**config.mk**
```make
export PLATFORM = sky130hd
export DESIGN_NAME = pipeline_hazard_ctrl
export DESIGN_NICKNAME = d
export VERILOG_FILES = /design/src/rtl/pipeline_hazard_ctrl.sv
export SDC_FILE = /design/constraint.sdc
export NUM_CORES = 1
export LEC_CHECK = 0
export ABC_AREA = 1
export BUFFER_PORTS_ARGS = -buffer_cell sky130_fd_sc_hd__clkbuf_2
export CAP_MARGIN = 20
export CORE_UTILIZATION = 44
export CTS_CLUSTER_DIAMETER = 60
export DETAILED_ROUTE_END_ITERATION = 10
export GPL_ROUTABILITY_DRIVEN = 0
export HOLD_SLACK_MARGIN = 0.02
export PLACE_DENSITY = 0.79
export SLEW_MARGIN = 10
export SYNTH_ARGS = -nofsm -noshare
export SYNTH_HDL_FRONTEND = slang
export SYNTH_SLANG_ARGS = --single-unit
export TNS_END_PERCENT = 100
```
**constraint.sdc**
```tcl
create_clock -name clk -period 1.11 [get_ports clk]
set_input_delay 0.111 -clock clk [delete_from_list [all_inputs] [get_ports clk]]
set_output_delay 0.111 -clock clk [all_outputs]
set_load 0.005 [all_outputs]
```
**src/rtl/pipeline_hazard_ctrl.sv**
```systemverilog
// Stall/flush scheduler for the WISC 5-stage pipeline: load-use, branch redirect, HLT drain, I/D-cache miss FSM.
// Optional saturating performance counters are enabled by defining HAZARD_PERF_CNT_EN.
module pipeline_hazard_ctrl #(
   parameter int NREG_W    = 4,
   parameter int DRAIN_CYC = 3
`ifdef HAZARD_PERF_CNT_EN
   ,
   parameter int CNT_W     = 32
`endif
) (
   input  logic              clk,
   input  logic              rst_n,
   input  logic [NREG_W-1:0] id_rs1,
   input  logic [NREG_W-1:0] id_rs2,
   input  logic              id_use_rs1,
   input  logic              id_use_rs2,
   input  logic [NREG_W-1:0] ex_rd,
   input  logic              ex_mem_read,
   input  logic              ex_reg_write,
   input  logic              id_branch_taken,
   input  logic              id_halt,
   input  logic              imem_miss,
   input  logic              imem_ready,
   input  logic              dmem_miss,
   input  logic              dmem_ready,
   output logic              pc_en,
   output logic              if_id_en,
   output logic              if_id_flush,
   output logic              id_ex_flush,
   output logic              ex_mem_en,
   output logic              mem_wb_en,
   output logic              halted
`ifdef HAZARD_PERF_CNT_EN
   ,
   output logic [CNT_W-1:0]  stall_cnt,
   output logic [CNT_W-1:0]  lu_cnt,
   output logic [CNT_W-1:0]  flush_cnt
`endif
);

   localparam int DRAIN_W = (DRAIN_CYC > 1) ? $clog2(DRAIN_CYC) : 1;
   localparam logic [DRAIN_W-1:0] DRAIN_LAST = DRAIN_W'(DRAIN_CYC - 1);

   typedef enum logic [2:0] {
      RUN,
      IMISS,
      DMISS,
      HALT_DRAIN,
      HALTED
   } state_t;

   state_t             state;
   state_t             state_next;
   logic               imiss_pend;
   logic               imiss_pend_next;
   logic [DRAIN_W-1:0] drain_cnt;
   logic [DRAIN_W-1:0] drain_cnt_next;
   logic               drain_wait;
   logic               drain_wait_next;
   logic               lu;

   // R0 is hard-wired zero, so a load targeting it never creates a dependency.
   assign lu = ex_mem_read && ex_reg_write && (ex_rd != '0) &&
               ((id_use_rs1 && (id_rs1 == ex_rd)) || (id_use_rs2 && (id_rs2 == ex_rd)));

   always_ff @(posedge clk or negedge rst_n) begin
      if (!rst_n) begin
         state      <= RUN;
         imiss_pend <= 1'b0;
         drain_cnt  <= '0;
         drain_wait <= 1'b0;
      end else begin
         state      <= state_next;
         imiss_pend <= imiss_pend_next;
         drain_cnt  <= drain_cnt_next;
         drain_wait <= drain_wait_next;
      end
   end

   always_comb begin
      state_next      = state;
      imiss_pend_next = imiss_pend;
      drain_cnt_next  = drain_cnt;
      drain_wait_next = drain_wait;
      pc_en           = 1'b1;
      if_id_en        = 1'b1;
      if_id_flush     = 1'b0;
      id_ex_flush     = 1'b0;
      ex_mem_en       = 1'b1;
      mem_wb_en       = 1'b1;
      halted          = 1'b0;

      case (state)
         RUN: begin
            if (dmem_miss) begin
               pc_en           = 1'b0;
               if_id_en        = 1'b0;
               ex_mem_en       = 1'b0;
               mem_wb_en       = 1'b0;
               state_next      = DMISS;
               imiss_pend_next = imem_miss;
            end else if (lu) begin
               pc_en       = 1'b0;
               if_id_en    = 1'b0;
               id_ex_flush = 1'b1;
            end else if (id_halt) begin
               pc_en           = 1'b0;
               if_id_flush     = 1'b1;
               state_next      = HALT_DRAIN;
               drain_cnt_next  = '0;
               drain_wait_next = 1'b0;
            end else if (id_branch_taken) begin
               // The redirect cancels any fetch that is currently missing.
               if_id_flush = 1'b1;
            end else if (imem_miss) begin
               pc_en       = 1'b0;
               if_id_flush = 1'b1;
               state_next  = IMISS;
            end
         end

         IMISS: begin
            if (dmem_miss) begin
               pc_en           = 1'b0;
               if_id_en        = 1'b0;
               ex_mem_en       = 1'b0;
               mem_wb_en       = 1'b0;
               state_next      = DMISS;
               imiss_pend_next = 1'b1;
            end else begin
               if (lu) begin
                  pc_en       = 1'b0;
                  if_id_en    = 1'b0;
                  id_ex_flush = 1'b1;
               end else begin
                  pc_en       = imem_ready;
                  if_id_flush = 1'b1;
               end
               if (imem_ready) begin
                  state_next = RUN;
               end
            end
         end

         DMISS: begin
            pc_en     = 1'b0;
            if_id_en  = 1'b0;
            ex_mem_en = 1'b0;
            mem_wb_en = 1'b0;
            if (dmem_ready) begin
               state_next      = imiss_pend ? IMISS : RUN;
               imiss_pend_next = 1'b0;
            end
         end

         HALT_DRAIN: begin
            pc_en       = 1'b0;
            if_id_flush = 1'b1;
            // A data miss freezes the drain until its fill returns, including the fill cycle.
            if (dmem_miss || drain_wait) begin
               ex_mem_en       = 1'b0;
               mem_wb_en       = 1'b0;
               drain_wait_next = !dmem_ready;
            end else if (drain_cnt == DRAIN_LAST) begin
               state_next = HALTED;
            end else begin
               drain_cnt_next = drain_cnt + DRAIN_W'(1);
            end
         end

         HALTED: begin
            halted      = 1'b1;
            pc_en       = 1'b0;
            if_id_en    = 1'b0;
            id_ex_flush = 1'b1;
         end

         default: begin
            state_next = RUN;
         end
      endcase

      if (!rst_n) begin
         pc_en       = 1'b0;
         if_id_en    = 1'b0;
         if_id_flush = 1'b1;
         id_ex_flush = 1'b1;
         ex_mem_en   = 1'b0;
         mem_wb_en   = 1'b0;
         halted      = 1'b0;
      end
   end

`ifdef HAZARD_PERF_CNT_EN
   logic stall_event;
   logic lu_event;
   logic br_event;

   assign stall_event = rst_n && !pc_en && (state != HALTED);
   assign lu_event    = rst_n && lu && !dmem_miss && ((state == RUN) || (state == IMISS));
   assign br_event    = rst_n && (state == RUN) && !dmem_miss && !lu && !id_halt && id_branch_taken;

   always_ff @(posedge clk or negedge rst_n) begin
      if (!rst_n) begin
         stall_cnt <= '0;
         lu_cnt    <= '0;
         flush_cnt <= '0;
      end else begin
         if (stall_event && (stall_cnt != {CNT_W{1'b1}})) begin
            stall_cnt <= stall_cnt + CNT_W'(1);
         end
         if (lu_event && (lu_cnt != {CNT_W{1'b1}})) begin
            lu_cnt <= lu_cnt + CNT_W'(1);
         end
         if (br_event && (flush_cnt != {CNT_W{1'b1}})) begin
            flush_cnt <= flush_cnt + CNT_W'(1);
         end
      end
   end
`endif

endmodule

```
# Yosys cells after proc, flatten, opt, wreduce, memory -nomap -nowiden

Cells that the tools add are included.

Bitwise gates (word level): 1
Mux-type cells: 57
Add/sub/neg operators: 1
Equality and inequality tests: 21
Reduce and logical (&&, ||, !) cells: 19

Operators by type and width:

| kind                                          | count |
|---|---|
| 2-to-1 mux 1 bit                              | 33 |
| 2-to-1 mux 3 bit                              | 10 |
| != test 2 bit, second input constant          | 10 |
| one-hot mux 3 bit (5 select lines)            | 1 |
| one-hot mux 1 bit (3 select lines)            | 4 |
| 2-to-1 mux 2 bit                              | 5 |
| == test 4 bit                                 | 2 |
| != test 4 bit, second input constant          | 2 |
| AND reduction 8 bit                           | 1 |
| == test 3 x 2 -> 1 bit, second input constant | 2 |
| != test 3 bit, second input constant          | 2 |
| one-hot mux 1 bit (2 select lines)            | 3 |
| AND reduction 6 bit                           | 1 |
| logical AND 1 bit                             | 5 |
| AND reduction 5 bit                           | 1 |
| one-hot mux 2 bit (2 select lines)            | 1 |
| AND reduction 4 bit                           | 1 |
| nonzero test 4 bit                            | 1 |
| OR reduction 2 bit                            | 2 |
| == test 3 x 1 -> 1 bit, second input constant | 1 |
| == test 3 bit, second input constant          | 1 |
| zero test 3 bit                               | 1 |
| nonzero test 3 bit                            | 1 |
| OR reduction 3 bit                            | 1 |
| 6 further kinds                               | 7 |

Output and inout bits: 7
Bits in registers: 7
Input port bits: 24
Word-level logic and storage cells: 103

# Longest topological paths before layout

Depth after elaboration: 8
Mapped depth: 12
Mapped depth without buffers: 12

# Worst setup path before layout

No wires, ideal clock.

Kind: reg2out
Start: reg state[2]
End: out mem_wb_en
Arrival time: 1.122 ns
Slack: -0.123 ns
Required time: 0.999 ns
Buffers on the path: 1
Cell stages (with the launch flop): 7
Cells stage by stage: dfrtp_1 -> inv_2 -> nand2_1 -> nor2_1 -> nor2_1 -> a21oi_1 -> buf_4

Cells in the longest elaborated chain, start to end: 4
Elaborated cells between the ends (all ways): 7
Classes of those cells: 3 x eq/ne; 2 x mux; 2 x reduce/logical

RTL lines:

| item                                                             | line | RTL |
|---|---|---|
| start: declaration                                               | 52   | `state_t state;` |
| start signal: assignment                                         | 73   | `state <= state_next;` |
| == test 3 x 1 -> 1 bit / zero test 3 bit (equally long branches) | -    |  |
| OR reduction 2 bit (no line)                                     | -    |  |
| one-hot mux 1 bit (3 select lines) (*)                           | -    |  |
| 2-to-1 mux 1 bit (*)                                             | -    |  |
| end: declaration                                                 | 31   | `output logic mem_wb_en,` |

Every way passes the cells marked *; elsewhere a longest branch is shown, timed or not.

# Worst setup path in the final report

Start: reg state[0]
End: out pc_en

Cells in the longest elaborated chain, start to end: 4
Elaborated cells between the ends (all ways): 8
Classes of those cells: 4 x eq/ne; 2 x mux; 2 x reduce/logical

RTL lines:

| item                                                           | line | RTL |
|---|---|---|
| == test 3 x 2 -> 1 bit / == test 3 bit (equally long branches) | 93   | `case (state)` |
| OR reduction 3 bit (no line)                                   | -    |  |
| one-hot mux 1 bit (3 select lines) (*)                         | 93   |  |
| 2-to-1 mux 1 bit (*)                                           | 183  | `if (!rst_n) begin` |
| end: declaration                                               | 26   | `output logic pc_en,` |

Marked as above.

==> metrics <==
area leader, netlist dfrtp_1; Tot GR Track Use about 40%; RSZ-0062 raised after global routing yes; worst rel slew slack between 70% and 80%; CTS Buf Count 3; Final setup viols 14; Synth area leaders dfrtp_1, nand2_1, inv_1, nand3_1, nor2_1; Avg Cell Area, Syn between 5 and 6 sq um; CP dominant cell by count nand2_1; Core Region between 0.0015 and 0.002 sq mm; final period utilization 148%; DR pass1 iterations 4; sequential share of the synthesized area a little over a fifth; combinational share of power approximately three quarters; Max stage delay cell, worst path dfrtp_2; # diodes 0; Fin Hold WS between 0.2 and 0.25 ns; Synth Flop Type dfrtp_1; Clock H-tree levels 1; grt ovf 0; Max Transition Viols Final 0; Clk pwr share about 7.8%; Hold Vio Cnt, Final 0; post-route minimum period about 1.6 ns; IO buf count 30; failing checks negative setup slack; routed wire length 4030 um; Post-Syn Area around 840 sq um; Synth Instances 146; cells on worst reg2reg path 10; clock root cell clkbuf_4; Syn Nets 171; CP cell instances nor2_4 -> buf_4 -> inv_2 -> nand2_1 -> nand3_2 -> nand2_1 -> inv_1 -> buf_2; Switching Share approximately 49%; # DRC 0; clock buffer depth 2; Final WS setup -0.529 ns; Synth top cells by count nand2_1, inv_1, nor2_1, nand3_1, nand2_2; total die area 0.00209 sq mm; initial DRC count between 80 and 90; FMAX between 600 and 700 MHz; Required @ worst endpoint 1.00 ns; Netlist cell types 26; DP Wirelength roughly 2100 um; antenna violations before repair 0; Clk pin slew, worst setup/hold paths 0.06 ns; DR WL/cell about 17 um; max incr delay on CP ~0.45 ns; Initial Util ~48%; internal power 1520 uW; maxcap violations 0; final layout net count between 200 and 250; worst path arrival time 1.53 ns; TritonCTS clock tree built; first-pass GRT wire length between 5000 and 6000 um; worst slack, placed -0.267 ns; area grow syn2layout 75.4%; Crit Path Max Fanout 3; Core Util, Final between 80% and 90%; Lkg Pwr roughly 0.00083 uW; Critical path buffers and inverters 4; Hold Crit Class input port to flop; Syn. warnings 0; number of synthesized register bits 7; top-area cell type share of the netlist area a little over a fifth; Worst Path Class, Setup flop to primary output; most frequent cell after synthesis nand2_1; part of the power in registers 15.9%; Final Skew just under 0.008 ns; worst skew pair latency roughly 0.25 ns; share of cells above drive strength 1 54.7%; vias post-DR ~1.4k; number of routed nets with antenna violations 0; Chip Height between 40 and 50 um; number of enable flip-flop cells after synthesis 0; Ports 31; number of vias per cell ~5.7; switching power about 1500 uW; share of flip-flops with an asynchronous set or reset 100%; Peak VDD IR 1.56 mV; Worst setup EP type primary output; outcome finished, violations left; delay-heaviest family, CP simple AND/OR/NAND/NOR gates; largest net degree at the start of global routing 8; Die Width between 40 and 50 um; # rows 15; critical path launch point type flop; PwrDens 2050 mW/mm^2; critical path depth 8; worst hold stages 3; Worst Tran Pin Value between 0.3 and 0.4 ns; vias in the first global route between 1k and 1.5k; clock sink count 7
[per-stage QoR]
stage | TNS, ns | power, uW | instance area (sq um) | instances
finish | -5.77 | 3020 | 1480 | 237
global route | -6.60 | 3200 | 1480 | 237
CTS | -4.47 | 2640 | 1400 | 236
detailed placement | -2.87 | 1910 | 1170 | 219
global placement | -2.11 | 1840 | 1170 | 219
floorplan | -0.584 | 1310 | 850 | 146
[timing repair]
| item | in CTS | in global routing |
|---|---|---|
| setup endpoints to repair | 14 | 14 |
| setup buffers | 12 | 1 |
| endpoints found under the hold margin | 7 | 0 |
| pin swaps | 14 | 8 |
| gates resized for setup | 29 | 18 |
| hold buffers | 1 | 0 |
[cell families (layout without fill, tap and decap cells)]
group / after synthesis / after routing / share of synthesized area, %
adders and majority gates: 1 / 1 / 1.49
DFF: 7 / 7 / 20.8
AOI/OAI and AO/OA: 12 / 12 / 10.1
buffers and inverters: 29 / 95 / 13.5
xor gates and xnor gates: 2 / 2 / 2.08
and+or+nand+nor: 95 / 95 / 51.9
[area by class of cell]
type / instances / area (sq um)
Multi-Input combinational cell: 110 / 709
Inverter: 27 / 106
Sequential cell: 7 / 179
Tap cell: 25 / 31.3
Clock buffer: 4 / 26.3
Fill cell: 104 / 289
Timing Repair Buffer: 64 / 423
[routing by layer]
layer / track usage [%] / vias to the layer above / wire length (um)
li1: - / 584 / -
met1: 45.3 / 620 / 1360
met2: 67.4 / 108 / 1850
met3: 13.9 / 43 / 445
met4: 21.2 / 0 / 368
met5: 0 / - / 0
[placed cells by master (no fill, tap or decap)]
master	n
a31oi_4	1
a21oi_2	2
nor2_4	9
a21oi_1	4
o21ai_4	1
xnor2_1	2
or2_0	1
buf_4	29
nand2_1	40
inv_1	17
inv_2	9
nand4_1	1
nor3_1	1
nand2_4	3
dlygate4sd3_1	1
a31oi_1	1
o22ai_1	1
clkbuf_4	3
clkbuf_2	27
nand3_2	6
a21oi_4	1
dfrtp_2	3
nand2_2	9
nand3_4	2
dfrtp_1	4
nor2_2	2
o211ai_1	1
nor3_4	1
buf_2	3
nand3_1	8
clkbuf_1	1
ha_1	1
buf_6	4
nor2_1	12
clkinv_4	1
[power groups by stage]
stage	clock network, uW	logic, uW	registers (uW)
3_5_place_dp	0	1470	433
4_1_cts	241	1960	436
5_1_grt	257	2460	482
3_3_place_gp	0	1420	426
2_1_floorplan	0	890	424
6_report	236	2300	479
[final timing paths]
path | start | to | slack (ns)
min in group asynchronous | rst_n | drain_wait | 0.34
hold reg to reg | drain_cnt[1] | drain_cnt[1] | 0.49
setup reg to reg | state[1] | drain_cnt[0] | -0.42
setup / recovery | state[0] | pc_en | -0.53
hold / removal | imem_miss | imiss_pend | 0.20
max in group asynchronous | rst_n | state[2] | 0.41
[flip-flops by register name, indices dropped and copies added (netlist names)]
name / cells
drain_cnt: 2
drain_wait: 1
imiss_pend: 1
state: 3
[worst min-delay path: stages]
cell and delay (ns):
clkbuf_2 0.10, a21oi_1 0.06, a21oi_1 0.13
Note: power is estimated with default switching activity, not from simulation.
